## config.mk

```make
export PLATFORM = sky130hd
export DESIGN_NAME = finger_link_tx
export DESIGN_NICKNAME = d
export VERILOG_FILES = /design/src/rtl/finger_link_tx_pkg.sv /design/src/rtl/finger_link_tx_fifo.sv /design/src/rtl/finger_link_tx.sv
export SDC_FILE = /design/constraint.sdc
export NUM_CORES = 1
export LEC_CHECK = 0
export CAP_MARGIN = 30
export CORE_AREA = 3 3 107 109
export CTS_CLUSTER_DIAMETER = 120
export CTS_CLUSTER_SIZE = 30
export DETAILED_ROUTE_END_ITERATION = 10
export DIE_AREA = 0 0 110 112
export GPL_ROUTABILITY_DRIVEN = 0
export SLEW_MARGIN = 20
export SYNTH_ARGS = -nofsm -noshare
export SYNTH_HDL_FRONTEND = slang
export SYNTH_SLANG_ARGS = --single-unit
```

## constraint.sdc

```tcl
create_clock -name clk -period 5.2 [get_ports clk]
set_input_delay 1.04 -clock clk [delete_from_list [all_inputs] [get_ports clk]]
set_output_delay 1.04 -clock clk [all_outputs]
set_load 0.02 [all_outputs]
```

## src/rtl/finger_link_tx_pkg.sv

```systemverilog
// Shared widths, state encoding and width helper for the finger link transmitter.
// Optional flit counter is enabled with FINGER_LINK_TX_STATS_EN (see finger_link_tx).
package finger_link_tx_pkg;

    // floor(log2(x)) + 1: bits needed to hold the value x itself
    function automatic int unsigned floorplusone_log2(input int unsigned x);
        int unsigned n;
        n = 0;
        for (int unsigned v = x; v != 0; v = v >> 1) begin
            n++;
        end
        return n;
    endfunction

    localparam int unsigned link_flit_size = 1;
    localparam int unsigned link_phit_size = 16;
    localparam int unsigned link_no_vc     = 13;
    localparam int unsigned link_buf_size  = 4;
    localparam int unsigned link_vc_w      = floorplusone_log2(link_no_vc);

    typedef logic [link_phit_size-1:0] phit_t;
    typedef logic [link_vc_w-1:0]      vc_no_t;

    typedef enum logic {
        IDLE = 1'b0,
        SEND = 1'b1
    } state_t;

endpackage

```

## src/rtl/finger_link_tx_fifo.sv

```systemverilog
// Circular flit+VC FIFO with registered full/empty flags; depth need not be a power of two.
module finger_link_tx_fifo
    import finger_link_tx_pkg::*;
#(
    parameter int unsigned data_w = 16,
    parameter int unsigned vc_w   = 4,
    parameter int unsigned depth  = 4
) (
    input  logic              clk,
    input  logic              rs,
    input  logic              wr_en,
    input  logic [data_w-1:0] wr_data,
    input  logic [vc_w-1:0]   wr_vc,
    input  logic              pop,
    output logic [data_w-1:0] head_data,
    output logic [vc_w-1:0]   head_vc,
    output logic              full,
    output logic              empty
);

    localparam int unsigned ptr_w = (depth > 1) ? $clog2(depth) : 1;
    localparam int unsigned cnt_w = floorplusone_log2(depth);

    logic [data_w-1:0] data_mem [depth];
    logic [vc_w-1:0]   vc_mem   [depth];
    logic [ptr_w-1:0]  wr_ptr;
    logic [ptr_w-1:0]  rd_ptr;
    logic [cnt_w-1:0]  count;
    logic [cnt_w-1:0]  count_nxt_c;
    logic              wr_acc_c;

    // full is based on the registered count, so a write in the same cycle as a pop at full is dropped
    assign wr_acc_c  = wr_en && !full;
    assign head_data = data_mem[rd_ptr];
    assign head_vc   = vc_mem[rd_ptr];

    always_comb begin
        count_nxt_c = count;
        case ({wr_acc_c, pop})
            2'b10:   count_nxt_c = count + cnt_w'(1);
            2'b01:   count_nxt_c = count - cnt_w'(1);
            default: count_nxt_c = count;
        endcase
    end

    always_ff @(posedge clk) begin
        if (wr_acc_c) begin
            data_mem[wr_ptr] <= wr_data;
            vc_mem[wr_ptr]   <= wr_vc;
        end
    end

    always_ff @(posedge clk or negedge rs) begin
        if (!rs) begin
            wr_ptr <= '0;
            rd_ptr <= '0;
            count  <= '0;
            full   <= 1'b0;
            empty  <= 1'b1;
        end else begin
            if (wr_acc_c) begin
                wr_ptr <= (wr_ptr == ptr_w'(depth - 1)) ? '0 : wr_ptr + ptr_w'(1);
            end
            if (pop) begin
                rd_ptr <= (rd_ptr == ptr_w'(depth - 1)) ? '0 : rd_ptr + ptr_w'(1);
            end
            count <= count_nxt_c;
            full  <= (count_nxt_c == cnt_w'(depth));
            empty <= (count_nxt_c == '0);
        end
    end

endmodule

```

## src/rtl/finger_link_tx.sv

```systemverilog
// Finger link transmitter: buffers whole flits and serializes them phit-by-phit under ready.
// Define FINGER_LINK_TX_STATS_EN to add the tx_flit_cnt sent-flit counter output.
module finger_link_tx
    import finger_link_tx_pkg::*;
#(
    parameter int unsigned flit_size = link_flit_size,
    parameter int unsigned phit_size = link_phit_size,
    parameter int unsigned no_vc     = link_no_vc,
    parameter int unsigned buf_size  = link_buf_size,
    parameter int unsigned idx_w     = floorplusone_log2(flit_size),
    parameter int unsigned vc_w      = floorplusone_log2(no_vc)
) (
    input  logic                          clk,
    input  logic                          rs,
    input  logic                          wr_en,
    input  logic [flit_size*phit_size-1:0] wr_flit,
    input  logic [vc_w-1:0]               wr_vc,
    output logic                          wr_full,
    output logic [phit_size-1:0]          link_data_out,
    output logic                          link_sent_req_out,
    output logic                          link_new_out,
    output logic [vc_w-1:0]               link_vc_no_out,
    input  logic                          link_ready_in,
    output logic                          busy
`ifdef FINGER_LINK_TX_STATS_EN
    ,
    output logic [15:0]                   tx_flit_cnt
`endif
);

    localparam int unsigned flit_w = flit_size * phit_size;

    state_t              state_q, state_d;
    logic [idx_w-1:0]    idx_q, idx_d;
    logic [flit_w-1:0]   flit_q, flit_d;
    logic [vc_w-1:0]     vc_q, vc_d;
    logic                pop;
    logic                fifo_empty;
    logic [flit_w-1:0]   head_data;
    logic [vc_w-1:0]     head_vc;
    logic                last_c;
    logic                xfer_c;

    finger_link_tx_fifo #(
        .data_w (flit_w),
        .vc_w   (vc_w),
        .depth  (buf_size)
    ) u_fifo (
        .clk       (clk),
        .rs        (rs),
        .wr_en     (wr_en),
        .wr_data   (wr_flit),
        .wr_vc     (wr_vc),
        .pop       (pop),
        .head_data (head_data),
        .head_vc   (head_vc),
        .full      (wr_full),
        .empty     (fifo_empty)
    );

    assign last_c = (idx_q == idx_w'(flit_size - 1));
    assign xfer_c = (state_q == SEND) && link_ready_in;

    // Next-state: a finished flit is immediately followed by the FIFO head, so no bubble
    always_comb begin
        state_d = state_q;
        idx_d   = idx_q;
        flit_d  = flit_q;
        vc_d    = vc_q;
        pop     = 1'b0;
        case (state_q)
            IDLE: begin
                if (!fifo_empty) begin
                    pop     = 1'b1;
                    flit_d  = head_data;
                    vc_d    = head_vc;
                    idx_d   = '0;
                    state_d = SEND;
                end
            end
            SEND: begin
                if (link_ready_in) begin
                    if (!last_c) begin
                        idx_d = idx_q + idx_w'(1);
                    end else if (!fifo_empty) begin
                        pop    = 1'b1;
                        flit_d = head_data;
                        vc_d   = head_vc;
                        idx_d  = '0;
                    end else begin
                        state_d = IDLE;
                    end
                end
            end
            default: state_d = IDLE;
        endcase
    end

    always_ff @(posedge clk or negedge rs) begin
        if (!rs) begin
            state_q <= IDLE;
            idx_q   <= '0;
            flit_q  <= '0;
            vc_q    <= '0;
        end else begin
            state_q <= state_d;
            idx_q   <= idx_d;
            flit_q  <= flit_d;
            vc_q    <= vc_d;
        end
    end

    // Phit select is the only combinational path onto the link
    always_comb begin
        link_data_out = '0;
        for (int i = 0; i < int'(flit_size); i++) begin
            if (idx_q == idx_w'(i)) begin
                link_data_out = flit_q[i*phit_size +: phit_size];
            end
        end
    end

    assign link_sent_req_out = (state_q == SEND);
    assign link_new_out      = (state_q == SEND) && (idx_q == '0);
    assign link_vc_no_out    = vc_q;
    assign busy              = !fifo_empty || (state_q == SEND);

`ifdef FINGER_LINK_TX_STATS_EN
    always_ff @(posedge clk or negedge rs) begin
        if (!rs) begin
            tx_flit_cnt <= '0;
        end else if (xfer_c && last_c) begin
            tx_flit_cnt <= tx_flit_cnt + 16'd1;
        end
    end
`else
    logic unused_xfer;
    assign unused_xfer = xfer_c;
`endif

endmodule

```

==> impl_metrics.env, run 1 <==
export IMPL_outcome="finished, final reports clean"
export IMPL_synth_area_leader_cell="edfxtp_1"
export IMPL_cap_violations=0
export IMPL_drc_errors=0
export IMPL_synth_cells=199
export IMPL_path_cells="clkdlybuf4s50_1, nor2b_1, inv_1, ha_1, fa_1, xnor2_1, xnor2_1, a31o_2"
export IMPL_cts_htree_levels=3
export IMPL_setup_tns_ns=0
export IMPL_post_synth_top_count_cell="edfxtp_1"
export IMPL_min_period_ns=2.987
export IMPL_yosysUniqueCellTypes=30
export IMPL_synth_seq_area_share=0.7382
export IMPL_hpwlAfterDp_mm=4.606
export IMPL_synthTopCellsByArea="edfxtp_1, dfrtp_1, mux4_2"
export IMPL_synthFlopType="edfxtp_1"
export IMPL_cts_buffers=9
export IMPL_clkLatencyLatePin_ns=0.37
export IMPL_utilization=0.4862
export IMPL_die_y_um=112
export IMPL_wl_per_cell_um=17.45
export IMPL_drtIter0Drc=90
export IMPL_path_delay_family="adder cells"
export IMPL_worstSetupPathType="in2reg"
export IMPL_min_path_type="reg2reg"
export IMPL_worst_pin_slew_ns=0.7328
export IMPL_cpPeakStageDelay_ns=0.45
export IMPL_slew_violations=0
export IMPL_yosys_warnings=0
export IMPL_synth_edf_count=80
export IMPL_rows=38
export IMPL_synth_fp_nets=230
export IMPL_synthesis_area_um2=4273
export IMPL_ys_top_cells_by_count="edfxtp_1, dfrtp_1, mux2_4, mux4_2, ha_1"
export IMPL_crit_fanout=9
export IMPL_fmax_mhz=334.8
export IMPL_diodes=0
export IMPL_via_count=1883
export IMPL_setup_worst_path_end_class="flip-flop"
export IMPL_design_core_area_um2=10700
export IMPL_power_density_nw_per_um2=551.1
export IMPL_startpoint_type="input pin"
export IMPL_antenna_found_initial=0
export IMPL_grt_start_max_net_pins=31
export IMPL_path_buf_inv=2
export IMPL_period_share=0.5744
export IMPL_track_usage=0.1293
export IMPL_postCtsSetupBuffers=0
export IMPL_initial_core_util=0.3994
export IMPL_vdd_drop_max_uv=323.8
export IMPL_nets=286
export IMPL_port_buffers=47
export IMPL_power_leakage_nw=1.854
export IMPL_firstDrtPassIters=4
export IMPL_grt_overflow=0
export IMPL_crit_top_cell="xnor2_1"
export IMPL_clk_pin_slew_worst_paths_ns=0.09
export IMPL_skew_ns=0.009181
export IMPL_clock_sinks=110
export IMPL_hold_viol_final=0
export IMPL_ioPinCount=48
export IMPL_clk_path_buf_depth=2
export IMPL_avgSynthCellArea_um2=21.47
export IMPL_cts_hold_buf=0
export IMPL_ys_ff_latch=110
export IMPL_cp_arrival_ns=3.25
export IMPL_setup_viol=0
export IMPL_ant_nets=0
export IMPL_worst_path_max_delay_cell="clkdlybuf4s50_1"
export IMPL_grt_pass1_vias=2093
export IMPL_clockRootBuffer="clkbuf_8"
export IMPL_post_cts_resized=0
export IMPL_yosysTopAreaCellShare=0.5622
export IMPL_cts_tree="done"
export IMPL_drt_total_wl_mm=6.978
export IMPL_async_flop_share=0.2727
export IMPL_slew_headroom=0.5115
export IMPL_n_fill_cell=908
export IMPL_area_delta_synth_final_pct=21.73
export IMPL_die_area_um2=12320
export IMPL_viasPerCell=4.708
export IMPL_grt_first_pass_wirelength_mm=11.46
export IMPL_drive_above_1_share=0.2538
export IMPL_worst_ep_required_time_ns=5.46
export IMPL_die_width_um=110
export IMPL_grt_setup_unrepaired="false"
-- flip-flops by register name, indices dropped and copies added (netlist names) --
| register | count |
|---|---|
| u_fifo.data_mem | 64 |
| flit_q | 16 |
| u_fifo.vc_mem | 16 |
| link_vc_no_out | 4 |
| u_fifo.count | 3 |
| u_fifo.rd_ptr | 2 |
| u_fifo.wr_ptr | 2 |
| link_sent_req_out | 1 |
| u_fifo.empty | 1 |
| u_fifo.full | 1 |
-- area by class of cell --
type                    instances  area (µm²)  area share
clock buffers                  10       127.6     0.02454
clock inverters                 6       76.32     0.01467
inverters                       3       11.26    0.002165
multi-input cells              77        1051      0.2021
flip-flops and latches        110        3154      0.6064
well taps                     140       175.2     0.03368
repair buffers                 54       605.6      0.1164
-- layout by cell type (no fill, tap or decap), drive strengths merged --
cell type,count
edfxtp,80
clkdlybuf4s50,46
dfrtp,29
mux2,23
mux4,20
clkbuf,10
buf,8
ha,6
inv,6
and2,4
nor2,4
xnor2,3
nor2b,2
nor3,2
nand2b,2
nand2,2
o21ai,2
clkinvlp,2
o21a,1
or2,1
nor4bb,1
a31o,1
nor3b,1
a21oi,1
fa,1
bufinv,1
dfstp,1
-- per-layer routing --
layer  share of wire  vias to the layer above  global-route usage
met5               0                        -                   0
met2            0.52                       36              0.2136
met1            0.42                      961              0.1543
met3           0.048                        4             0.05333
met4           0.010                        0             0.03741
li1                -                      882                   -
-- cells by family after synthesis --
| family | synth area share |
|---|---|
| xor+xnor | 0.006150 |
| compound gates | 0.007321 |
| mux | 0.1836 |
| buf+inv | 0.01698 |
| flops | 0.7382 |
| fa+ha+maj | 0.02225 |
| simple gates | 0.02548 |
-- worst register-to-register path: cells and delay by family, from the launching register on --
| family | cells | cell delay, ns |
|---|---|---|
| fa+ha+maj | 2 | 0.66 |
| flops | 1 | 0.38 |
| xor+xnor | 2 | 0.38 |
| simple gates | 2 | 0.29 |
| buf+inv | 1 | 0.27 |
| compound gates | 1 | 0.24 |
-- where the power goes --
group | internal (mW) | switching [mW]
Sequential | 1.18 | 0.120
Clock | 0.231 | 0.291
Combinational | 0.597 | 0.444
Total | 2.01 | 0.855
-- metrics by stage --
stage | setup slack [ns] | power, mW | std cells | hold WS [ns] | area [µm²]
2_1_floorplan | 2.476 | 1.992 | 199 | 0.4460 | 4273
3_3_place_gp | 1.845 | 2.311 | 379 | 0.4779 | 4872
3_5_place_dp | 1.795 | 2.367 | 383 | 0.4806 | 4970
4_1_cts | 2.215 | 2.896 | 399 | 0.5042 | 5174
5_1_grt | 2.049 | 3.039 | 400 | 0.5225 | 5201
6_report | 2.213 | 2.866 | 400 | 0.4969 | 5201
-- worst paths after layout --
kind / from / to / slack [ns] / depth (start not counted)
setup / recovery: wr_en / u_fifo.full$_DFF_PN0_ / 2.21 / 8
hold / removal: u_fifo.empty$_DFF_PN1_ / link_sent_req_out$_DFF_PN0_ / 0.50 / 1
setup reg to reg: link_sent_req_out$_DFF_PN0_ / u_fifo.full$_DFF_PN0_ / 2.88 / 8
hold reg to reg: u_fifo.empty$_DFF_PN1_ / link_sent_req_out$_DFF_PN0_ / 0.50 / 1
max in group asynchronous: rs / flit_q[6]$_DFFE_PN0P_ / 4.01 / 1
min in group asynchronous: rs / flit_q[12]$_DFFE_PN0P_ / 0.71 / 1
Note: power is estimated with default switching activity, not from simulation.
==> run 2: changes to the inputs <==
- clock period: 5.2 -> 3.09 ns (I/O delays scaled with it)
==> run 2 against run 1 <==
Against the previous run: combinational power up 64%; via count is 2.2% higher; utilization fell by 0.18 points; design area shrank 0.36%; critical path type unchanged; clock-buffer cell count shrank 1; global-route usage shrank 0.070 points; sequential share of layout area is 0.22 points higher; highest routed layer unchanged; worst setup slack worse by 1.4 ns; critical path depth stayed put.
==> impl_metrics.env, run 2 (synthesized netlist as in run 1, its figures left out) <==
export IMPL_grt_first_pass_wirelength_mm=11.54
export IMPL_hpwlAfterDp_mm=4.579
export IMPL_setup_viol=0
export IMPL_worst_pin_slew_ns=0.7511
export IMPL_port_buffers=47
export IMPL_reg_top3="u_fifo.data_mem: 64 flops, flit_q: 16 flops, u_fifo.vc_mem: 16 flops"
export IMPL_drive_above_1_share=0.2662
export IMPL_vdd_drop_max_uv=384.4
export IMPL_final_cells=403
export IMPL_via_count=1924
export IMPL_grt_pass1_vias=2104
export IMPL_outcome="finished, final reports clean"
export IMPL_ioPinCount=48
export IMPL_largest_register_ffs=64
export IMPL_cts_htree_levels=3
export IMPL_wl_per_cell_um=17.85
export IMPL_cap_violations=0
export IMPL_clockRootBuffer="clkbuf_8"
export IMPL_cts_buffers=9
export IMPL_hold_viol_final=0
export IMPL_track_usage=0.1286
export IMPL_grt_start_max_net_pins=31
export IMPL_skew_ns=0.009448
export IMPL_rows=38
export IMPL_postCtsSetupBuffers=0
export IMPL_viasPerCell=4.774
export IMPL_fmax_mhz=440.1
export IMPL_power_leakage_nw=1.863
export IMPL_min_period_ns=2.272
export IMPL_ant_nets=0
export IMPL_die_area_um2=12320
export IMPL_diodes=0
export IMPL_power_density_nw_per_um2=927.2
export IMPL_drtIter0Drc=56
export IMPL_initial_core_util=0.3994
export IMPL_startpoint_type="input pin"
export IMPL_dp_cells=387
export IMPL_post_cts_resized=0
export IMPL_setup_worst_path_end_class="flip-flop"
export IMPL_clock_sinks=110
export IMPL_worst_ep_required_time_ns=3.35
export IMPL_min_path_type="in2async"
export IMPL_period_share=0.7353
export IMPL_die_width_um=110
export IMPL_die_y_um=112
export IMPL_crit_fanout=3
export IMPL_drt_total_wl_mm=7.192
export IMPL_clk_pin_slew_worst_paths_ns=0.10
export IMPL_slew_headroom=0.4992
export IMPL_grt_setup_unrepaired="false"
export IMPL_firstDrtPassIters=4
export IMPL_clk_path_buf_depth=2
export IMPL_slew_violations=0
export IMPL_final_cell_mix="edfxtp_1, clkdlybuf4s50_1, dfrtp_1"
export IMPL_clkLatencyLatePin_ns=0.36
export IMPL_nets=289
export IMPL_cts_tree="done"
export IMPL_design_core_area_um2=10700
export IMPL_final_common_cell="edfxtp_1"
export IMPL_drc_errors=0
export IMPL_regMostFlops="u_fifo.data_mem"
export IMPL_grt_overflow=0
export IMPL_cts_hold_buf=0
export IMPL_setup_tns_ns=0
export IMPL_area_delta_synth_final_pct=21.29
export IMPL_cp_arrival_ns=2.53
export IMPL_antenna_found_initial=0
export IMPL_worstSetupPathType="in2reg"
-- run 2: cell types whose count changed in the layout (fill, tap and decap cells not counted), moves of 2 or more --
cell | previous run | this run
clkinvlp_4 | 2 | 0
clkinv_4 | 0 | 3
buf_12 | 0 | 3
buf_4 | 2 | 6
buf_16 | 4 | 0
-- run 2: report_power, final --
group,internal [mW],total [mW],leakage [nW],switching [mW]
Sequential,1.99,2.23,1.08,0.239
Clock,0.387,0.870,0.106,0.484
Combinational,0.987,1.71,0.674,0.719
Total,3.36,4.81,1.86,1.44
-- run 2: cell type report --
type                    instances  area [µm²]
clock buffers                   9       123.9
clock inverters                 7       81.33
fillers                       926        5515
inverters                       3       11.26
multi-input cells              77        1051
flip-flops and latches        110        3154
well taps                     140       175.2
repair buffers                 57       585.6
-- run 2: final timing paths --
path                       cells past startpoint                           to                         from  slack, ns
max                                            8        u_fifo.full$_DFF_PN0_                        wr_en       0.82
min                                            1       flit_q[12]$_DFFE_PN0P_                           rs       0.31
max reg2reg                                    7        u_fifo.full$_DFF_PN0_  link_sent_req_out$_DFF_PN0_       1.09
min reg2reg                                    1  link_sent_req_out$_DFF_PN0_       u_fifo.empty$_DFF_PN1_       0.49
max in group asynchronous                      1        flit_q[2]$_DFFE_PN0P_                           rs       2.30
min in group clk                               1  link_sent_req_out$_DFF_PN0_       u_fifo.empty$_DFF_PN1_       0.49
-- run 2: worst max-delay path: stages --
cell and delay (ns):
clkdlybuf4s50_1 0.45, nor2b_1 0.17, inv_1 0.06, ha_1 0.23, fa_1 0.38, xnor2_1 0.27
xnor2_1 0.11, a31o_2 0.24
-- run 2: routing by layer --
layer,global-route usage,share of wire
met2,0.2144,0.53
met1,0.1646,0.42
met4,0.02743,0.0086
met5,0,0
met3,0.04058,0.040
-- run 2: per-stage QoR --
stage               total power [mW]  setup slack (ns)    util  instance area [µm²]  hold slack, ns
global placement               3.956            0.4459  0.4639                 4962          0.4723
detailed placement             4.006            0.4353  0.4653                 4977          0.4745
finish                         4.805            0.8178  0.4844                 5182          0.3117
global route                   5.099            0.6638  0.4844                 5182          0.3463
floorplan                      3.352            0.7877       -                 4273          0.3224
CTS                            4.891            0.8242  0.4844                 5182          0.3288
==> run 3: changes to the inputs <==
- clock period: 3.09 -> 2 ns (I/O delays scaled with it)
==> run 3 against run 2 <==
Against the previous run: combinational power is 62% higher; critical path depth fell by 6; critical path type is now reg2out; first-iteration DRC count down 25%; highest routed layer unchanged; clock power grew 51%; register-to-register slack got worse by 0.90 ns; worst hold slack worse by 0.25 ns; global-route usage up 0.11 points; design area up 1.6%; largest cell class unchanged; sequential power is 52% higher; clock-buffer cell count is 1 higher.
==> impl_metrics.env, run 3 (synthesized netlist as in run 1, its figures left out) <==
export IMPL_largest_register_ffs=64
export IMPL_period_share=0.9631
export IMPL_cts_htree_levels=3
export IMPL_reg_top3="u_fifo.data_mem: 64 flops, flit_q: 16 flops, u_fifo.vc_mem: 16 flops"
export IMPL_diodes=0
export IMPL_via_count=1954
export IMPL_whs_ns=0.06446
export IMPL_antenna_found_initial=0
export IMPL_grt_first_pass_wirelength_mm=11.56
export IMPL_die_width_um=110
export IMPL_fmax_mhz=519.1
export IMPL_worst_pin_slew_ns=0.6816
export IMPL_hpwlAfterDp_mm=4.784
export IMPL_crit_fanout=3
export IMPL_setup_tns_ns=0
export IMPL_area_delta_synth_final_pct=23.28
export IMPL_clk_path_buf_depth=2
export IMPL_viasPerCell=4.743
export IMPL_startpoint_type="flip-flop"
export IMPL_grt_pass1_vias=2133
export IMPL_dp_slack_ns=-0.3543
export IMPL_skew_ns=0.009127
export IMPL_grt_start_max_net_pins=29
export IMPL_fin_area_um2=5268
export IMPL_clkLatencyLatePin_ns=0.36
export IMPL_firstDrtPassIters=4
export IMPL_worstSetupPathType="reg2out"
export IMPL_ant_nets=0
export IMPL_clk_pin_slew_worst_paths_ns=0.10
export IMPL_grt_overflow=0
export IMPL_final_cells=412
export IMPL_nets=298
export IMPL_setup_viol=0
export IMPL_clockRootBuffer="clkbuf_8"
export IMPL_wl_per_cell_um=17.42
export IMPL_drtIter0Drc=42
export IMPL_initial_core_util=0.3994
export IMPL_vdd_drop_max_uv=544.1
export IMPL_power_density_nw_per_um2=1420
export IMPL_slew_violations=0
export IMPL_setup_worst_path_end_class="primary output"
export IMPL_grt_setup_unrepaired="false"
export IMPL_utilization=0.4924
export IMPL_cts_tree="done"
export IMPL_cp_arrival_ns=1.53
export IMPL_p_total_mw=7.482
export IMPL_ioPinCount=48
export IMPL_outcome="finished, final reports clean"
export IMPL_placed_cell_area_um2=5069
export IMPL_drc_errors=0
export IMPL_min_period_ns=1.926
export IMPL_cts_hold_buf=0
export IMPL_dp_cells=396
export IMPL_drive_above_1_share=0.3088
export IMPL_power_leakage_nw=1.912
export IMPL_final_common_cell="edfxtp_1"
export IMPL_port_buffers=47
export IMPL_design_core_area_um2=10700
export IMPL_worst_ep_required_time_ns=1.60
export IMPL_drt_total_wl_mm=7.176
export IMPL_cts_buffers=9
export IMPL_die_area_um2=12320
export IMPL_setup_slack_ns=0.07375
export IMPL_cap_violations=0
export IMPL_regMostFlops="u_fifo.data_mem"
export IMPL_die_y_um=112
export IMPL_min_path_type="in2async"
export IMPL_final_cell_mix="edfxtp_1, clkdlybuf4s50_1, dfrtp_1"
export IMPL_track_usage=0.1297
export IMPL_hold_viol_final=0
export IMPL_rows=38
export IMPL_slew_headroom=0.5456
export IMPL_clock_sinks=110
-- run 3: layout make-up --
cell class | instances | area, µm²
Fill cell | 903 | 5430
Clock inverter | 6 | 68.82
Clock buffer | 10 | 127.6
Inverter | 3 | 11.26
Tap cell | 140 | 175.2
Timing Repair Buffer | 66 | 645.6
Multi-Input combinational cell | 77 | 1084
Sequential cell | 110 | 3156
-- run 3: worst max-delay path, stage by stage (launching register included) --
cell             delay [ns]
dfstp_2                0.58
nand2b_1               0.06
clkdlybuf4s50_1        0.53
-- run 3: metal layers --
metal  vias to the layer above  GRT usage  share of wire
met4                         0    0.03741         0.0086
met2                        42     0.2132           0.52
met3                         5    0.04232          0.041
met5                         -          0              0
li1                        911          -              -
met1                       996     0.1638           0.43
-- run 3: power breakdown --
part / switching, mW / total (mW) / internal, mW
combinational: 1.17 / 2.77 / 1.61
sequential: 0.323 / 3.40 / 3.08
clock: 0.721 / 1.31 / 0.589
-- run 3: worst paths after layout --
check | start | endpoint | slack [ns] | cells after the start
max in group asynchronous | rs | flit_q[2]$_DFFE_PN0P_ | 1.41 | 2
setup / recovery | u_fifo.empty$_DFF_PN1_ | busy | 0.07 | 2
min in group clk | u_fifo.empty$_DFF_PN1_ | link_sent_req_out$_DFF_PN0_ | 0.50 | 1
hold / removal | rs | link_vc_no_out[1]$_DFFE_PN0P_ | 0.06 | 1
setup reg to reg | u_fifo.empty$_DFF_PN1_ | u_fifo.count[2]$_DFF_PN0_ | 0.19 | 6
hold reg to reg | u_fifo.empty$_DFF_PN1_ | link_sent_req_out$_DFF_PN0_ | 0.50 | 1
-- run 3: timing repair --
action                                  CTS  global route
gates resized for setup                   0             1
setup buffers                             0             0
endpoints found under the setup margin    0             1
